### src/rtl/fa_serial_seq.sv
// Bit-serial WIDTH-bit adder sequencer driving one shared external full-adder cell,
// LSB first, with valid/ready request and response ports.
module fa_serial_seq #(
  parameter int WIDTH = 8
) (
  input  logic             clk,
  input  logic             rst_n,
  input  logic             req_valid,
  output logic             req_ready,
  input  logic [WIDTH-1:0] req_a,
  input  logic [WIDTH-1:0] req_b,
  input  logic             req_cin,
  output logic             fa_x,
  output logic             fa_y,
  output logic             fa_cin,
  input  logic             fa_sum,
  input  logic             fa_cout,
  output logic             rsp_valid,
  input  logic             rsp_ready,
  output logic [WIDTH-1:0] rsp_sum,
  output logic             rsp_cout,
  output logic             busy
);

  localparam int CW = (WIDTH > 1) ? $clog2(WIDTH) : 1;
  localparam logic [CW-1:0] LAST = CW'(WIDTH - 1);

  typedef enum logic [1:0] {
    IDLE = 2'd0,
    RUN  = 2'd1,
    DONE = 2'd2
  } state_t;

  state_t           state;
  state_t           state_next;
  logic             accept;
  logic [WIDTH-1:0] a_sh;
  logic [WIDTH-1:0] b_sh;
  logic [WIDTH-1:0] sum_sh;
  logic [WIDTH-1:0] sum_shift;
  logic             carry;
  logic [CW-1:0]    cnt;

  // Next-state decode and request acceptance.
  always_comb begin
    state_next = state;
    accept     = 1'b0;
    case (state)
      IDLE: begin
        if (req_valid) begin
          state_next = RUN;
          accept     = 1'b1;
        end else begin
          state_next = IDLE;
        end
      end
      RUN: begin
        if (cnt == LAST) begin
          state_next = DONE;
        end else begin
          state_next = RUN;
        end
      end
      DONE: begin
        if (rsp_ready) begin
          state_next = IDLE;
        end else begin
          state_next = DONE;
        end
      end
      default: state_next = IDLE;
    endcase
  end

  // Insert the cell's sum bit at the MSB; also valid for WIDTH == 1.
  always_comb begin
    sum_shift            = sum_sh >> 1;
    sum_shift[WIDTH-1]   = fa_sum;
  end

  // State register.
  always_ff @(posedge clk) begin
    if (!rst_n) begin
      state <= IDLE;
    end else begin
      state <= state_next;
    end
  end

  // Operand shifters, ripple carry, bit counter and result assembly.
  always_ff @(posedge clk) begin
    if (!rst_n) begin
      a_sh   <= '0;
      b_sh   <= '0;
      sum_sh <= '0;
      carry  <= 1'b0;
      cnt    <= '0;
    end else if (accept) begin
      a_sh   <= req_a;
      b_sh   <= req_b;
      sum_sh <= '0;
      carry  <= req_cin;
      cnt    <= '0;
    end else if (state == RUN) begin
      a_sh   <= a_sh >> 1;
      b_sh   <= b_sh >> 1;
      sum_sh <= sum_shift;
      carry  <= fa_cout;
      // Return to zero on the last bit so cnt stays within 0..WIDTH-1.
      cnt    <= (cnt == LAST) ? '0 : cnt + CW'(1);
    end
  end

  assign req_ready = (state == IDLE);
  assign rsp_valid = (state == DONE);
  assign busy      = (state != IDLE);
  assign fa_x      = (state == RUN) & a_sh[0];
  assign fa_y      = (state == RUN) & b_sh[0];
  assign fa_cin    = (state == RUN) & carry;
  // sum_sh and carry are untouched outside RUN, so the response holds until the next accept.
  assign rsp_sum   = sum_sh;
  assign rsp_cout  = carry;

endmodule

### config.mk
export PLATFORM = sky130hd
export DESIGN_NAME = fa_serial_seq
export DESIGN_NICKNAME = d
export VERILOG_FILES = /design/src/rtl/fa_serial_seq.sv
export SDC_FILE = /design/constraint.sdc
export NUM_CORES = 1
export LEC_CHECK = 0
export BUFFER_PORTS_ARGS = -buffer_cell sky130_fd_sc_hd__buf_4
export CORE_MARGIN = 5
export CORE_UTILIZATION = 35
export DETAILED_ROUTE_END_ITERATION = 10
export MAX_ROUTING_LAYER = met4
export PLACE_DENSITY_LB_ADDON = 0.05
export SETUP_SLACK_MARGIN = 0.5
export SYNTH_ARGS = -nofsm -noshare
export SYNTH_HDL_FRONTEND = slang
export SYNTH_SLANG_ARGS = --single-unit
export TNS_END_PERCENT = 5
### constraint.sdc
create_clock -name clk -period 1.25 [get_ports clk]
set_input_delay 0.125 -clock clk [delete_from_list [all_inputs] [get_ports clk]]
set_output_delay 0.125 -clock clk [all_outputs]
set_load 0.01 [all_outputs]
* Yosys cells after proc, flatten, opt, wreduce, memory -nomap -nowiden *
Index checks and enable logic that the tools add are counted.

operators by class
  $add $sub $neg = 1
  equality and inequality tests = 3
  mux-type cells = 13
  bitwise gates (word level) = 4
  reduce and logical (&&, ||, !) cells = 4

operators by type and width
  kind                                                  count
  two-way mux 8 bit                                     4
  case mux 2 bit (3 select lines)                       1
  two-way mux 1 bit                                     5
  two-way mux 2 bit                                     2
  nonzero test 2 bit                                    2
  adder 3 x 1 -> 3 bit (second input constant)          1
  bitwise AND 1 bit                                     3
  equality test 3 bit (second input constant)           1
  two-way mux 3 bit                                     1
  equality test 2 x 1 -> 1 bit (second input constant)  1
  equality test 2 bit (second input constant)           1
  zero test 2 bit                                       1
  OR reduction 2 bit                                    1
  NOT 1 bit                                             1

word-level totals
  flip-flop bits (word level) = 30
  output and inout bits = 15

* Depth between registers and ports, before layout *
  word-level depth = 3
  mapped depth = 6
  depth with buffers taken out = 4

* Worst setup path before layout *
OpenSTA, ideal clock, no wires.

  path kind = reg2reg
  start = register state[0]
  end = register b_sh[3]
  library setup time = 118 ps
  arrival = 1095 ps
  setup slack = 37 ps
  cell stages (with the launch flop) = 6
  path through = dfxtp_1 > or3b_1 > buf_6 > buf_12 > o21ai_1 > a21oi_1

on the way
  cells in the longest elaborated chain, start to end = 3
  elaborated cells between the ends (all ways) = 5

ends and longest elaborated chain
  item                                                            RTL line  source
  start: declaration                                              34        state_t state;
  start signal: assignment                                        86        state <= state_next;
  zero test 2 bit                                                 48        case (state)
  two-way mux 1 bit                                               48
  two-way mux 8 bit / nonzero test 2 bit (equally long branches)  --
  end signal: assignment                                          100       b_sh <= req_b;
  end signal: assignment                                          106       b_sh <= b_sh >> 1;
  end: declaration                                                38        logic [WIDTH-1:0] b_sh;

Parallel ways exist; a longest one is shown, timed or not.
A chain may end at the register's enable or synchronous reset.

* Worst setup path in the final report *
  start = register state[1]
  end = output fa_cin

on the way
  cells in the longest elaborated chain, start to end = 2

ends and longest elaborated chain
  item                          RTL line  source
  equality test 2 x 1 -> 1 bit  119       assign fa_cin = (state == RUN) & carry;
  bitwise AND 1 bit             119
  end: declaration              15        output logic fa_cin,

No other way between the ends.

==> impl_metrics.ini <==
[floorplan]
fp.dieW_um = 72.5
die_area_um2 = 5250
coreArea_um2 = 3720
io_pins = 38
start_util_pct = 36.8
die_h_um = 72.5
rows = 22

[drt]
dr.pass1.iters = 3
via_per_inst = 4.82
wl_per_cell_um = 12.7
ant_nets = 0
drcViolationCount = 0
drt-initial-drc-count = 119
drt-total-wl_um = 3290
vias = 1248

[place]
dpl.hpwl_um = 2300
pre_cts_ws_ns = -0.0172
placed_area_um2 = 1700
port_buffers = 37
gp_congestion = 0.693

[yosys]
synthesis.instances = 164
syn_area_um2 = 1370
synth_common_cells = a21oi_1, nand2_1, dfxtp_1
synth-async-reset-ratio_pct = 0
yosysTopAreaCell = dfxtp_1
ys_seq_area_share_pct = 44.0
synth.distinct_cells = 28
yosys_warnings = 0
synth_nets = 190
synth-seq-cells = 30
synthTopCellsByArea = dfxtp_1, a21oi_1, nand2_1, o21ai_2, o221a_2
synth_edf_count = 0
postSynthAreaPerCell_um2 = 8.33
yosysTopAreaCellShare_pct = 44.0
synth_ff_type = dfxtp_1

[run]
max_cap_viol_count = 0

[setup_path]
cp_cell_sequence = buf_6 > nor2b_4 > buf_6 > and2_4 > buf_6
required_ns = 1.12
crit_top_cell = buf_6
crit_slowest_cell = dfxtp_2
path_max_fanout = 7
critPathMaxStageDelay_ns = 0.32
endpoint_kind = primary output
worst-setup-path-type = reg2out
arrival_ns = 1.17
start_kind = register

[power]
power_leakage_nw = 0.803
power_mw = 2.15
ir_worst_vdd_mv = 0.541
powerDensity_nw_per_um2 = 1100

[clocking]
clk_pin_slew_worst_paths_ns = 0.06
cts_root_buf = clkbuf_8
cts_tree = yes
cts.sinks = 30
cts_inserted_buffers = 5
holdBufCountCts = 0
clockBufferDepth = 2
htree_levels = 2
worstSkewPairLatency_ns = 0.27

[cells_and_area]
finalInstanceArea_um2 = 1960
syn_to_final_growth_pct = 43.7
nFillCells = 371
nets = 237
antenna_cells = 0
drive_gt1_share_pct = 45.0

[timing]
relSlewSlack_pct = 84.7
setup_viol = 6
rsz0062_at_grt = true
finalWorstSetupSlack_ns = -0.0426
min_period_ns = 1.29
finalHoldViolations = 0
fmax_ghz = 0.774
worst_pin_slew_ns = 0.229
slew_violations = 0
fin_crit_sh_pct = 103
fin_worst_skew_ns = 0.00161

[grt]
grt_pass1_wl_um = 5740
grt_max_degree = 21
antenna_found_initial = 0
overflow = 0
grt_usage_pct = 14.3
grt_pass1_vias = 1267

[outcome]
violations = negative setup slack
status = finished with violations

[worst_hold_path]
worstHoldPathType = in2reg
## per-stage QoR
| step | TNS (ns) | cells | hold WS, ns | utilization [%] |
|---|---|---|---|---|
| after floorplan | 0 | 164 | 0.260 | - |
| after global placement | 0 | 247 | 0.375 | 45.8 |
| after detailed placement | -0.0414 | 247 | 0.393 | 45.8 |
| after CTS | -0.273 | 259 | 0.0868 | 52.0 |
| after global routing | -1.06 | 259 | 0.0918 | 52.8 |
| final | -0.175 | 259 | 0.0944 | 52.8 |
## per-layer routing
metal  track usage, %  routed length [um]  up-vias  share of wire (%)
met5                -                   0        -                  0
met4             6.15                  17        0               0.52
met3             3.60                 143        2                4.3
met2             23.4                1660       24                 50
met1             16.7                1470      575                 45
li1                 -                   -      647                  -
## cells in the final DEF (no fill, tap or decap), drive strengths merged, types with 2 or more instances in the layout
cell type,instances
a21boi,2
a21oi,35
and2,4
buf,54
clkbuf,7
dfxtp,30
ha,3
inv,6
nand2,35
nand3,2
nor2,2
nor2b,3
nor3b,5
o21ai,12
o221a,4
## logic make-up (layout without fill, tap and decap cells)
logic type	count (synthesis)	count (layout)	synth area share, %
compound gates	55	55	24.3
fa+ha+maj	3	3	2.75
buf+inv	20	67	9.25
flops	30	30	44.0
simple gates	56	56	19.8
## critical path: cells and delay by family (launching register included)
kind          cells  cell delay, ns
simple gates      2            0.25
flops             1            0.32
buf+inv           3            0.33
## final timing paths
kind / start / to / slack [ns] / cells after the start
setup / recovery: state[1] / fa_cin / -0.04 / 5
hold / removal: fa_sum / rsp_sum[7] / 0.09 / 3
setup reg to reg: state[1] / a_sh[5] / -0.03 / 4
hold reg to reg: b_sh[3] / b_sh[2] / 0.45 / 2
## power by group
part	internal, mW	switching [mW]
clock	0.382	0.332
sequential	1.01	0.0331
combinational	0.209	0.183
total	1.61	0.548
## state kept, by name, indices dropped and copies added (netlist names)
signal,count
a_sh,8
b_sh,8
cnt,3
rsp_cout,1
rsp_sum,8
state,2
## repair_timing
item,CTS,global route
pin swaps,4,3
resized for setup,38,10
setup buffers,5,0
setup endpoints to repair,45,45
## final cells by class
class / count / area [um2] / area share, %
clock buffers: 7 / 76.3 / 3.89
flip-flops and latches: 30 / 616 / 31.4
repair buffers: 54 / 489 / 24.9
multi-input cells: 114 / 699 / 35.6
inverters: 6 / 22.5 / 1.15
well taps: 48 / 60.1 / 3.06
Note: power is estimated with default switching activity, not from simulation.
